## src/rtl/dff_bist.sv

```systemverilog
// Built-in self test for a single async-reset D flop: reset check, LFSR data run with periodic mid-run resets.
// Optional first-mismatch index capture is enabled by defining DFF_BIST_ERR_IDX_EN.
module dff_bist #(
  parameter int unsigned NUM_VEC = 64,
  parameter int unsigned ERR_W   = 8,
  parameter logic [7:0]  SEED    = 8'hA5
) (
  input  logic             clk,
  input  logic             rst,
  input  logic             start,
  output logic             dut_d,
  output logic             dut_rst_n,
  input  logic             dut_q,
  output logic             busy,
  output logic             done,
  output logic             pass,
  output logic [ERR_W-1:0] err_cnt
`ifdef DFF_BIST_ERR_IDX_EN
  ,
  output logic [15:0]      first_err_idx
`endif
);

  localparam int unsigned IDX_W = 16;

  localparam logic [2:0] S_IDLE    = 3'd0;
  localparam logic [2:0] S_RST_CHK = 3'd1;
  localparam logic [2:0] S_RUN     = 3'd2;
  localparam logic [2:0] S_DRAIN   = 3'd3;
  localparam logic [2:0] S_DONE    = 3'd4;

  localparam logic [7:0]       SEED_EFF = (SEED == 8'h00) ? 8'h01 : SEED;
  localparam logic [IDX_W-1:0] LAST_VEC = IDX_W'(NUM_VEC - 1);
  localparam logic [ERR_W-1:0] ERR_MAX  = {ERR_W{1'b1}};

  logic [2:0]       state, state_nxt;
  logic [IDX_W-1:0] cnt, cnt_nxt, cnt_inc;
  logic [7:0]       lfsr, lfsr_nxt, lfsr_step;
  logic             exp_q, exp_nxt, exp_eff;
  logic             d_nxt, rst_n_nxt, busy_nxt, done_nxt, pass_nxt;
  logic [ERR_W-1:0] err_nxt, err_upd;
  logic             cmp_en, mismatch;
`ifdef DFF_BIST_ERR_IDX_EN
  localparam logic [IDX_W-1:0] RST_CHK_IDX = 16'hFFFE;
  localparam logic [IDX_W-1:0] NO_ERR_IDX  = 16'hFFFF;
  localparam logic [IDX_W-1:0] DRAIN_IDX   = IDX_W'(NUM_VEC);
  logic [IDX_W-1:0] cmp_idx, first_nxt;
`endif

  // Fibonacci LFSR, x^8+x^6+x^5+x^4+1
  assign lfsr_step = {lfsr[6:0], lfsr[7] ^ lfsr[5] ^ lfsr[4] ^ lfsr[3]};
  assign cnt_inc   = cnt + IDX_W'(1);

  // The DUT reset is asynchronous: while it is held low, q must already read 0.
  assign exp_eff  = dut_rst_n ? exp_q : 1'b0;
  assign mismatch = cmp_en && (dut_q != exp_eff);
  assign err_upd  = (mismatch && (err_cnt != ERR_MAX)) ? err_cnt + ERR_W'(1) : err_cnt;

  // Which cycles carry a compare, and their reported index
  always_comb begin
    cmp_en = 1'b0;
`ifdef DFF_BIST_ERR_IDX_EN
    cmp_idx = cnt;
`endif
    case (state)
      S_RST_CHK: begin
        cmp_en = (cnt != '0);
`ifdef DFF_BIST_ERR_IDX_EN
        cmp_idx = RST_CHK_IDX;
`endif
      end
      S_RUN: cmp_en = (cnt != '0);
      S_DRAIN: begin
        cmp_en = 1'b1;
`ifdef DFF_BIST_ERR_IDX_EN
        cmp_idx = DRAIN_IDX;
`endif
      end
      default: cmp_en = 1'b0;
    endcase
  end

  // Next state and next registered outputs
  always_comb begin
    state_nxt = state;
    cnt_nxt   = cnt;
    lfsr_nxt  = lfsr;
    exp_nxt   = dut_rst_n ? dut_d : 1'b0;
    d_nxt     = 1'b0;
    rst_n_nxt = 1'b0;
    busy_nxt  = 1'b0;
    done_nxt  = 1'b0;
    pass_nxt  = pass;
    err_nxt   = err_upd;
`ifdef DFF_BIST_ERR_IDX_EN
    first_nxt = (mismatch && (err_cnt == '0)) ? cmp_idx : first_err_idx;
`endif
    case (state)
      S_IDLE: begin
        if (start) begin
          state_nxt = S_RST_CHK;
          cnt_nxt   = '0;
          lfsr_nxt  = SEED_EFF;
          err_nxt   = '0;
          pass_nxt  = 1'b0;
          busy_nxt  = 1'b1;
          d_nxt     = 1'b1;
`ifdef DFF_BIST_ERR_IDX_EN
          first_nxt = NO_ERR_IDX;
`endif
        end
      end
      S_RST_CHK: begin
        busy_nxt = 1'b1;
        if (cnt == '0) begin
          cnt_nxt = IDX_W'(1);
          d_nxt   = 1'b1;
        end else begin
          state_nxt = S_RUN;
          cnt_nxt   = '0;
          d_nxt     = lfsr[0];
          rst_n_nxt = 1'b1;
          lfsr_nxt  = lfsr_step;
        end
      end
      S_RUN: begin
        busy_nxt = 1'b1;
        if (cnt == LAST_VEC) begin
          state_nxt = S_DRAIN;
          rst_n_nxt = 1'b1;
        end else begin
          cnt_nxt   = cnt_inc;
          d_nxt     = lfsr[0];
          rst_n_nxt = (cnt_inc[3:0] != 4'hF);
          lfsr_nxt  = lfsr_step;
        end
      end
      S_DRAIN: begin
        state_nxt = S_DONE;
        done_nxt  = 1'b1;
        pass_nxt  = (err_upd == '0);
      end
      S_DONE: state_nxt = S_IDLE;
      default: state_nxt = S_IDLE;
    endcase
  end

  always_ff @(posedge clk) begin
    if (rst) begin
      state     <= S_IDLE;
      cnt       <= '0;
      lfsr      <= SEED_EFF;
      exp_q     <= 1'b0;
      dut_d     <= 1'b0;
      dut_rst_n <= 1'b0;
      busy      <= 1'b0;
      done      <= 1'b0;
      pass      <= 1'b0;
      err_cnt   <= '0;
`ifdef DFF_BIST_ERR_IDX_EN
      first_err_idx <= NO_ERR_IDX;
`endif
    end else begin
      state     <= state_nxt;
      cnt       <= cnt_nxt;
      lfsr      <= lfsr_nxt;
      exp_q     <= exp_nxt;
      dut_d     <= d_nxt;
      dut_rst_n <= rst_n_nxt;
      busy      <= busy_nxt;
      done      <= done_nxt;
      pass      <= pass_nxt;
      err_cnt   <= err_nxt;
`ifdef DFF_BIST_ERR_IDX_EN
      first_err_idx <= first_nxt;
`endif
    end
  end

endmodule

```

## config.mk

```make
export PLATFORM = sky130hd
export DESIGN_NAME = dff_bist
export DESIGN_NICKNAME = d
export VERILOG_FILES = /design/src/rtl/dff_bist.sv
export SDC_FILE = /design/constraint.sdc
export NUM_CORES = 1
export LEC_CHECK = 0
export CELL_PAD_IN_SITES_DETAIL_PLACEMENT = 1
export CELL_PAD_IN_SITES_GLOBAL_PLACEMENT = 1
export CORE_ASPECT_RATIO = 1.5
export CORE_MARGIN = 10
export CORE_UTILIZATION = 40
export DETAILED_ROUTE_END_ITERATION = 6
export GPL_TIMING_DRIVEN = 0
export PLACE_DENSITY_LB_ADDON = 0.3
export SKIP_LAST_GASP = 1
export SLEW_MARGIN = 20
export SYNTH_ARGS = -nofsm -noshare
export SYNTH_HDL_FRONTEND = slang
export SYNTH_SLANG_ARGS = --single-unit
```

## constraint.sdc

```tcl
create_clock -name clk -period 2.83 [get_ports clk]
set_input_delay 0.283 -clock clk [delete_from_list [all_inputs] [get_ports clk]]
set_output_delay 0.283 -clock clk [all_outputs]
set_load 0.01 [all_outputs]
```

==> impl_metrics.tcl, run 1 <==
set metrics [dict create \
    status "completed" \
    min_path_type "in2reg" \
    maxSlewHeadroom_pct 31.5 \
    cts_root_buf "clkbuf_8" \
    grt_pass1_wl_mm 9.39 \
    first_pass_iters 4 \
    critPathMaxFanout 7 \
    synthDistinctLibCells 49 \
    worst_slew_pin_slew_ns 1.02 \
    yosysWarnings 0 \
    syn_inst 248 \
    htree_levels 2 \
    p_per_area_mw_per_mm2 500 \
    cp_data_arrival_time_ns 2.43 \
    finalSetupViolations 0 \
    antenna_cells 0 \
    gp_congestion 0.790 \
    cp-start-kind "register" \
    die-width_um 79.9 \
    start_util_pct 41.4 \
    required_ns 3.06 \
    critPathKind "reg2reg" \
    hpwlAfterDp_mm 4.04 \
    routed-via-count 1841 \
    final_layout_size_suffix_gt1_share_pct 11.1 \
    drv_cap 0 \
    grt_overflow 0 \
    holdBufCountCts 0 \
    synth_area_mm2 0.00215 \
    placed_area_mm2 0.00239 \
    synth_fp_nets 256 \
    synth_top_area_share_pct 38.1 \
    setup_tns_ns 0 \
    final_nets 278 \
    crit_path_top_delay_cell "dfxtp_1" \
    post-route-period-util_pct 77.8 \
    rsz0062_at_grt "no" \
    via_per_inst 5.43 \
    grt_pass1_vias 1951 \
    ios 17 \
    hold_viol_final 0 \
    synthFlopType "dfxtp_1" \
    rows 32 \
    drt_iter0_markers 96 \
    ys_seq_elements 41 \
    die_h_um 110 \
    numCtsBuffers 5 \
    finalClockSkew_ns 0.00521 \
    port-buffer-count 15 \
    fmax_mhz 454 \
    clkSlewWorstSetupHoldPaths_ns 0.08 \
    cts_tree "done" \
    post_cts_buffers 0 \
    period_needed_ns 2.20 \
    endpoint_kind "register" \
    synth_edf_count 0 \
    crit_path_max_incr_delay_ns 0.43 \
    synth_area_leaders "dfxtp_1, nor2_1, xor2_1, nand2_1, nand4_1" \
    drv_slew 0 \
    avgSynthCellArea_um2 8.69 \
    cp_cell_sequence "inv_1 -> ha_1 -> nor4b_2 -> and4_4 -> a211oi_4 -> nand2_2 -> or3_1 -> a21oi_1" \
    ir_drop_v 0.000215 \
    die_area_mm2 0.00878 \
    core_mm2 0.00520 \
    synth.yosys.seq_area_share_pct 38.1 \
    ys_async_sr_fraction_pct 0 \
    clkSinkCount 41 \
    postCtsResizedCells 0 \
    clockBufferDepth 2 \
    grt_max_degree 13 \
    grt.total_usage_pct 13.0 \
    drc 0 \
    antenna_found_initial 0 \
    finish.instance_area_mm2 0.00251 \
    clk_latency_ns 0.30 \
    antenna_left 0 \
    p_leak_nw 0.884 \
    synth_common_cells "dfxtp_1, nor2_1, nand2_1" \
    wire_per_inst_um 15.8 \
    routed_wl_mm 5.36 \
    syn_to_final_growth_pct 16.3 \
    yosysTopAreaCell "dfxtp_1" \
]
power breakdown:
group	switching [W]	leakage [nW]	internal (W)
sequential	0.0000133	0.332	0.000593
combinational	0.0000921	0.493	0.0000607
clock	0.000205	0.0585	0.000288
total	0.000311	0.884	0.000941
layout make-up:
class | count | area [µm²]
Buffer | 8 | 75.1
Multi-Input combinational cell | 195 | 1240
Sequential cell | 41 | 821
Timing Repair Buffer | 15 | 150
Tap cell | 68 | 85.1
Inverter | 4 | 15.0
Clock buffer | 7 | 86.3
Fill cell | 620 | 2700
Clock inverter | 1 | 30.0
layout by cell type, fill, tap and decap left out, drive strengths merged, types with 2 or more instances in the layout:
| master | netlist | layout |
|---|---|---|
| nand3b | 2 | 2 |
| nor3 | 9 | 9 |
| buf | 6 | 6 |
| o31a | 2 | 2 |
| and3 | 10 | 10 |
| dfxtp | 41 | 41 |
| o22ai | 3 | 3 |
| nand2b | 3 | 3 |
| o31ai | 3 | 3 |
| nor4 | 2 | 2 |
| o21ai | 10 | 10 |
| xor2 | 17 | 17 |
| xnor2 | 7 | 7 |
| clkdlybuf4s50 | 0 | 15 |
| nand3 | 12 | 12 |
| a31oi | 2 | 2 |
| nand2 | 21 | 21 |
| and4 | 2 | 2 |
| nand4 | 11 | 11 |
| a21o | 2 | 2 |
| clkbuf | 2 | 9 |
| and2 | 2 | 2 |
| mux2i | 3 | 3 |
| a21oi | 10 | 10 |
| inv | 4 | 4 |
| nor2 | 41 | 41 |
| a211oi | 2 | 2 |
| a21boi | 2 | 2 |
| or3 | 2 | 2 |
| ha | 4 | 4 |
flip-flops by register name, summed over array words and instances (netlist names):
name and cells:
pass 1, busy 1, dut_d 1, cnt 16, err_cnt 8, done 1, exp_q 1, lfsr 8
state 3, dut_rst_n 1
through the flow:
| stage | util [%] | hold WS (ns) | instances | power, W | worst slack [ns] |
|---|---|---|---|---|---|
| 3_5_place_dp | 45.9 | 0.451 | 331 | 0.000771 | 0.475 |
| 3_3_place_gp | 45.9 | 0.444 | 331 | 0.000768 | 0.504 |
| 5_1_grt | 48.1 | 0.211 | 339 | 0.00131 | 0.402 |
| 4_1_cts | 48.1 | 0.210 | 339 | 0.00126 | 0.612 |
| 2_1_floorplan | - | 0.430 | 248 | 0.000726 | 0.885 |
| 6_report | 48.1 | 0.209 | 339 | 0.00125 | 0.627 |
metal layers:
| layer | routed length [µm] | up-vias | track usage (%) |
|---|---|---|---|
| li1 | - | 921 | - |
| met4 | 94 | 0 | 4.67 |
| met5 | 0 | - | 0 |
| met3 | 136 | 9 | 2.61 |
| met1 | 2190 | 892 | 13.5 |
| met2 | 2940 | 19 | 24.9 |
critical path, delay by kind of cell, from the launching register on:
family                     cells  cell delay (ns)
AOI/OAI and AO/OA              2             0.53
DFF                            1             0.43
adders and majority gates      1             0.20
and+or+nand+nor                4             0.87
buffers and inverters          1             0.12
cells by family (layout without fill, tap and decap cells):
logic type,after synthesis,after routing,synth area share (%)
AO/OA/AOI/OAI,42,42,14.7
XOR/XNOR,24,24,9.76
adder cells (fa/ha/maj),4,4,2.32
buffers and inverters,12,35,4.18
flip-flops,41,41,38.1
multiplexers,3,3,1.39
AND/OR/NAND/NOR,122,122,29.6
worst paths after layout:
kind	from	endpoint	slack [ns]	cells after the start
max	cnt[0]	err_cnt[5]	0.63	8
min	rst	lfsr[1]	0.21	2
max reg2reg	cnt[0]	err_cnt[5]	0.63	8
min reg2reg	lfsr[1]	lfsr[1]	0.46	2
(Power assumes the default switching activity.)
==> inputs of run 2 (changes only) <==
==> constraint.sdc (replaced) <==
create_clock -name clk -period 2 [get_ports clk]
set_input_delay 0.2 -clock clk [delete_from_list [all_inputs] [get_ports clk]]
set_output_delay 0.2 -clock clk [all_outputs]
set_load 0.01 [all_outputs]
==> run 2 against run 1 <==
Routed wire length increased by 11%. First-iteration DRC count is 50% lower. Global-route usage increased by 0.47 points. Clock power increased by 40%. Non-clock buffer count is 4 higher. Clock-buffer cell count is the same. Sequential power is 41% higher. Final cell count rose by 1.2%. Critical path depth stayed put. Register-to-register slack lost 0.55 ns. Clock skew about the same. Power rose by 44%. Critical endpoint is now lfsr[3]. Largest power group unchanged.
==> impl_metrics.tcl, run 2 (synthesis results as in run 1) <==
set metrics [dict create \
    status "completed" \
    multi_input_area_mm2 0.00138 \
    layout_common_cells "nor2_1, dfxtp_1, nand2_1" \
    cts_root_buf "clkbuf_8" \
    die-width_um 79.9 \
    power.switching_w 0.000453 \
    setup_tns_ns 0 \
    ios 17 \
    worst_slew_pin_slew_ns 0.694 \
    drv_cap 0 \
    numCtsBuffers 5 \
    final_core_util_pct 51.7 \
    p_per_area_mw_per_mm2 670 \
    ff2ff_path_depth 8 \
    drv_slew 0 \
    fill_cells 616 \
    final_nets 282 \
    die_area_mm2 0.00878 \
    p_int_w 0.00135 \
    netSwitchingFraction_pct 25.2 \
    cp-start-kind "register" \
    post-route-period-util_pct 96.3 \
    cp_num_buf_inv 1 \
    required_ns 2.23 \
    maxSlewHeadroom_pct 53.5 \
    clk_latency_ns 0.29 \
    largest_register_ffs 16 \
    rows 32 \
    dp.cells 331 \
    crit_path_max_incr_delay_ns 0.39 \
    grt_pass1_wl_mm 9.67 \
    p_comb_share_pct 14.0 \
    grt_pass1_vias 2018 \
    clkPwrFrac_pct 38.4 \
    gp_congestion 0.790 \
    clkSlewWorstSetupHoldPaths_ns 0.08 \
    period_needed_ns 1.93 \
    p_leak_nw 0.992 \
    clkSinkCount 41 \
    hold_depth 2 \
    regArea_um2 833 \
    stdcell_count 343 \
    drc 0 \
    seq_power_share_pct 47.6 \
    clockBufferDepth 2 \
    die_h_um 110 \
    routed_wl_mm 5.95 \
    fmax_mhz 519 \
    crit_path_top_delay_cell "o31ai_4" \
    final_layout_size_suffix_gt1_share_pct 20.4 \
    rsz0062_at_grt "yes" \
    syn_to_final_growth_pct 24.8 \
    path_delay_family "simple AND/OR/NAND/NOR gates" \
    htree_levels 2 \
    grt.total_usage_pct 13.5 \
    finalSetupViolations 0 \
    port-buffer-count 15 \
    min_path_type "in2reg" \
    antenna_cells 0 \
    top_regs "cnt x16, err_cnt x8, lfsr x8" \
    drt_iter0_markers 48 \
    grt_max_degree 13 \
    hpwlAfterDp_mm 4.04 \
    cp_cell_sequence "inv_4 -> ha_4 -> nor4b_4 -> and4_4 -> nand2_4 -> o31ai_4 -> nand2_1 -> a21oi_2" \
    holdBufCountCts 0 \
    routed-via-count 1902 \
    critPathKind "reg2reg" \
    cts_tree "done" \
    grt_overflow 0 \
    ir_drop_v 0.000310 \
    antenna_found_initial 0 \
    antenna_left 0 \
    final_common_cell "nor2_1" \
    hold_viol_final 0 \
    core_mm2 0.00520 \
    endpoint_kind "register" \
    critPathMaxFanout 8 \
    via_per_inst 5.55 \
    start_util_pct 41.4 \
    top_register "cnt" \
    critical_path_depth 8 \
    first_pass_iters 4 \
    cp_data_arrival_time_ns 2.15 \
    finalClockSkew_ns 0.00483 \
    wire_per_inst_um 17.3 \
]
## run 2: cell count changes in the layout (fill, tap and decap cells not counted), sizes merged
cell	delta
buf	+4
## run 2: worst paths after layout
path	start	end	slack [ns]
min	rst	lfsr[6]	0.14
max	cnt[0]	lfsr[3]	0.07
min reg2reg	lfsr[1]	lfsr[1]	0.48
max reg2reg	cnt[0]	lfsr[3]	0.07
## run 2: routing by layer
metal	wire, µm	GRT usage (%)
met1	2290	13.7
met2	3370	25.9
met3	164	2.86
met4	117	5.18
met5	0	0
## run 2: worst reg2reg max path, stage by stage, from the launching register on
cell and delay (ns):
dfxtp_4 0.37, inv_4 0.08, ha_4 0.12, nor4b_4 0.20, and4_4 0.33, nand2_4 0.09
o31ai_4 0.39, nand2_1 0.14, a21oi_2 0.15
## run 2: power groups by stage
stage                     clock, W  combinational [W]  sequential (W)
final                     0.000692           0.000251        0.000857
after CTS                 0.000710           0.000223        0.000856
after floorplan                  0           0.000152        0.000875
after global placement           0           0.000211        0.000876
after detailed placement         0           0.000215        0.000877
after global routing      0.000749           0.000275        0.000860
## run 2: repair_timing
action,4_1_cts,5_1_grt
endpoints found under the setup margin,11,22
hold endpoints to repair,0,0
pin swaps,2,11
gates resized for setup,6,30
buffers inserted,3,1
## run 2: cell type report
| type | count | area share, % |
|---|---|---|
| clock inverter | 1 | 1.12 |
| sequential | 41 | 31.0 |
| multi-input combinational | 195 | 51.3 |
| clock buffer | 7 | 3.21 |
| inverter | 4 | 0.745 |
| tap | 68 | 3.16 |
| timing repair buffer | 19 | 6.70 |
| buffer | 8 | 2.79 |
## run 2: per-stage QoR
stage	setup WS (ns)	power [W]	hold slack (ns)	area (µm²)
6_report	0.0747	0.00180	0.138	2690
5_1_grt	-0.0320	0.00188	0.131	2690
4_1_cts	-0.0123	0.00179	0.127	2550
3_5_place_dp	-0.272	0.00109	0.441	2390
3_3_place_gp	-0.243	0.00109	0.433	2390
2_1_floorplan	0.0549	0.00103	0.392	2150
==> inputs of run 3 (changes only) <==
--- a/config.mk
+++ b/config.mk
@@ -10,6 +10,7 @@
 export CORE_ASPECT_RATIO = 1.5
 export CORE_MARGIN = 10
 export CORE_UTILIZATION = 40
+export CTS_CLUSTER_DIAMETER = 60
 export DETAILED_ROUTE_END_ITERATION = 6
 export GPL_TIMING_DRIVEN = 0
 export PLACE_DENSITY_LB_ADDON = 0.3
==> constraint.sdc (replaced) <==
create_clock -name clk -period 1.8 [get_ports clk]
set_input_delay 0.18 -clock clk [delete_from_list [all_inputs] [get_ports clk]]
set_output_delay 0.18 -clock clk [all_outputs]
set_load 0.01 [all_outputs]
==> run 3 against run 2 <==
The run now ends with setup timing left. Clock power up 13%. Global-route usage about the same. Final area up 4.5%. Combinational power up 25%. Critical path type unchanged. Critical endpoint is now cnt[0].
==> impl_metrics.tcl, run 3 (synthesis results as in run 1) <==
set metrics [dict create \
    status "finished with violations" \
    violations "setup timing" \
    grt_pass1_wl_mm 9.64 \
    numCtsBuffers 5 \
    grt_pass1_vias 2069 \
    period_needed_ns 1.86 \
    finalClockSkew_ns 0.00865 \
    crit_path_max_incr_delay_ns 0.36 \
    rows 32 \
    endpoint_kind "register" \
    rsz0062_at_grt "yes" \
    critPathKind "reg2reg" \
    dp.cells 331 \
    layout_common_cells "nor2_1, dfxtp_1, xor2_1" \
    finalPower_w 0.00205 \
    post-route-period-util_pct 103 \
    seq_power_share_pct 46.5 \
    grt_max_degree 14 \
    port-buffer-count 15 \
    final_layout_size_suffix_gt1_share_pct 27.4 \
    dp_slack_ns -0.388 \
    fmax_mhz 537 \
    grt_overflow 0 \
    netSwitchingFraction_pct 25.7 \
    first_pass_iters 4 \
    p_int_w 0.00152 \
    met1Wirelength_mm 2.25 \
    highest_layer "met4" \
    ios 17 \
    clkSinkCount 41 \
    gp_congestion 0.783 \
    power.switching_w 0.000527 \
    cp-start-kind "register" \
    met3_length_um 147 \
    grt.total_usage_pct 13.5 \
    start_util_pct 41.4 \
    p_per_area_mw_per_mm2 730 \
    htree_levels 2 \
    cts_tree "done" \
    clkPwrFrac_pct 38.1 \
    required_ns 2.02 \
    largest_register_ffs 16 \
    drc 0 \
    die-width_um 79.9 \
    cpMostUsedCell "buf_4" \
    top_register "cnt" \
    final_common_cell "nor2_1" \
    core_mm2 0.00520 \
    routed_wl_mm 5.75 \
    antenna_found_initial 0 \
    drt_iter0_markers 90 \
    drv_cap 0 \
    cts_root_buf "clkbuf_8" \
    worst_slew_pin_slew_ns 0.679 \
    cp_cell_sequence "nor4_4 -> buf_4 -> nand4_1 -> buf_4 -> buf_4 -> o22ai_1 -> a31oi_1 -> nor2_1" \
    clockBufferDepth 2 \
    multi_input_area_mm2 0.00138 \
    wl_met2_mm 3.28 \
    layout_setup_ws_ns -0.0618 \
    via_per_inst 5.39 \
    fill_cells 602 \
    die_h_um 110 \
    antenna_left 0 \
    clk_latency_ns 0.30 \
    regArea_um2 840 \
    routed-via-count 1919 \
    min_path_type "in2reg" \
    syn_to_final_growth_pct 30.4 \
    maxSlewHeadroom_pct 54.4 \
    p_comb_share_pct 15.4 \
    wire_per_inst_um 16.2 \
    hold_viol_final 0 \
    crit_path_top_delay_cell "dfxtp_4" \
    finish.instance_area_mm2 0.00281 \
    path_delay_family "simple AND/OR/NAND/NOR gates" \
    drv_slew 0 \
    cp_num_buf_inv 3 \
    clkSlewWorstSetupHoldPaths_ns 0.09 \
    top_regs "cnt x16, err_cnt x8, lfsr x8" \
    stdcell_count 356 \
    finalSetupViolations 13 \
    final_nets 295 \
    p_leak_nw 1.07 \
    cp_data_arrival_time_ns 2.08 \
    die_area_mm2 0.00878 \
    antenna_cells 0 \
    ir_drop_v 0.000536 \
    placed_area_mm2 0.00241 \
    holdBufCountCts 0 \
    critPathMaxFanout 3 \
    hpwlAfterDp_mm 4.04 \
]
## run 3: worst paths after layout
kind | to | slack [ns] | depth (start not counted) | startpoint
setup reg to reg | cnt[0] | -0.06 | 8 | cnt[12]
hold / removal | lfsr[4] | 0.1 | 2 | rst
hold reg to reg | lfsr[6] | 0.47 | 2 | lfsr[6]
setup / recovery | cnt[0] | -0.06 | 8 | cnt[12]
## run 3: power groups by stage
| stage | Sequential [W] | Clock, W | Combinational [W] |
|---|---|---|---|
| 6_report | 0.000954 | 0.000782 | 0.000315 |
| 5_1_grt | 0.000957 | 0.000838 | 0.000343 |
| 4_1_cts | 0.000952 | 0.000803 | 0.000279 |
| 3_5_place_dp | 0.000975 | 0 | 0.000240 |
| 3_3_place_gp | 0.000974 | 0 | 0.000236 |
| 2_1_floorplan | 0.000973 | 0 | 0.000171 |
## run 3: timing repair
item | 4_1_cts | 5_1_grt
endpoints found under the hold margin | 0 | 0
gates resized for setup | 26 | 17
buffers inserted | 12 | 6
gates cloned | 0 | 0
pin swaps | 10 | 8
endpoints found under the setup margin | 29 | 28
## run 3: metal layers
layer | up-vias | track usage, %
li1 | 959 | -
met1 | 925 | 13.1
met2 | 29 | 27.0
met3 | 6 | 2.61
met4 | 0 | 4.42
met5 | - | 0
## run 3: cell type report
cell class	instances	area share [%]
Clock inverter	2	1.34
Sequential cell	41	29.9
Multi-Input combinational cell	195	49.1
Inverter	4	0.802
Buffer	8	2.72
Clock buffer	6	2.94
Timing Repair Buffer	32	10.2
Tap cell	68	3.03
## run 3: metrics by stage
step	utilization [%]	setup TNS, ns	hold WS (ns)
2_1_floorplan	-	-0.0714	0.369
3_3_place_gp	46.3	-7.50	0.413
3_5_place_dp	46.3	-8.35	0.413
4_1_cts	52.1	-0.0649	0.0946
5_1_grt	54.0	-2.53	0.103
6_report	54.0	-0.277	0.100
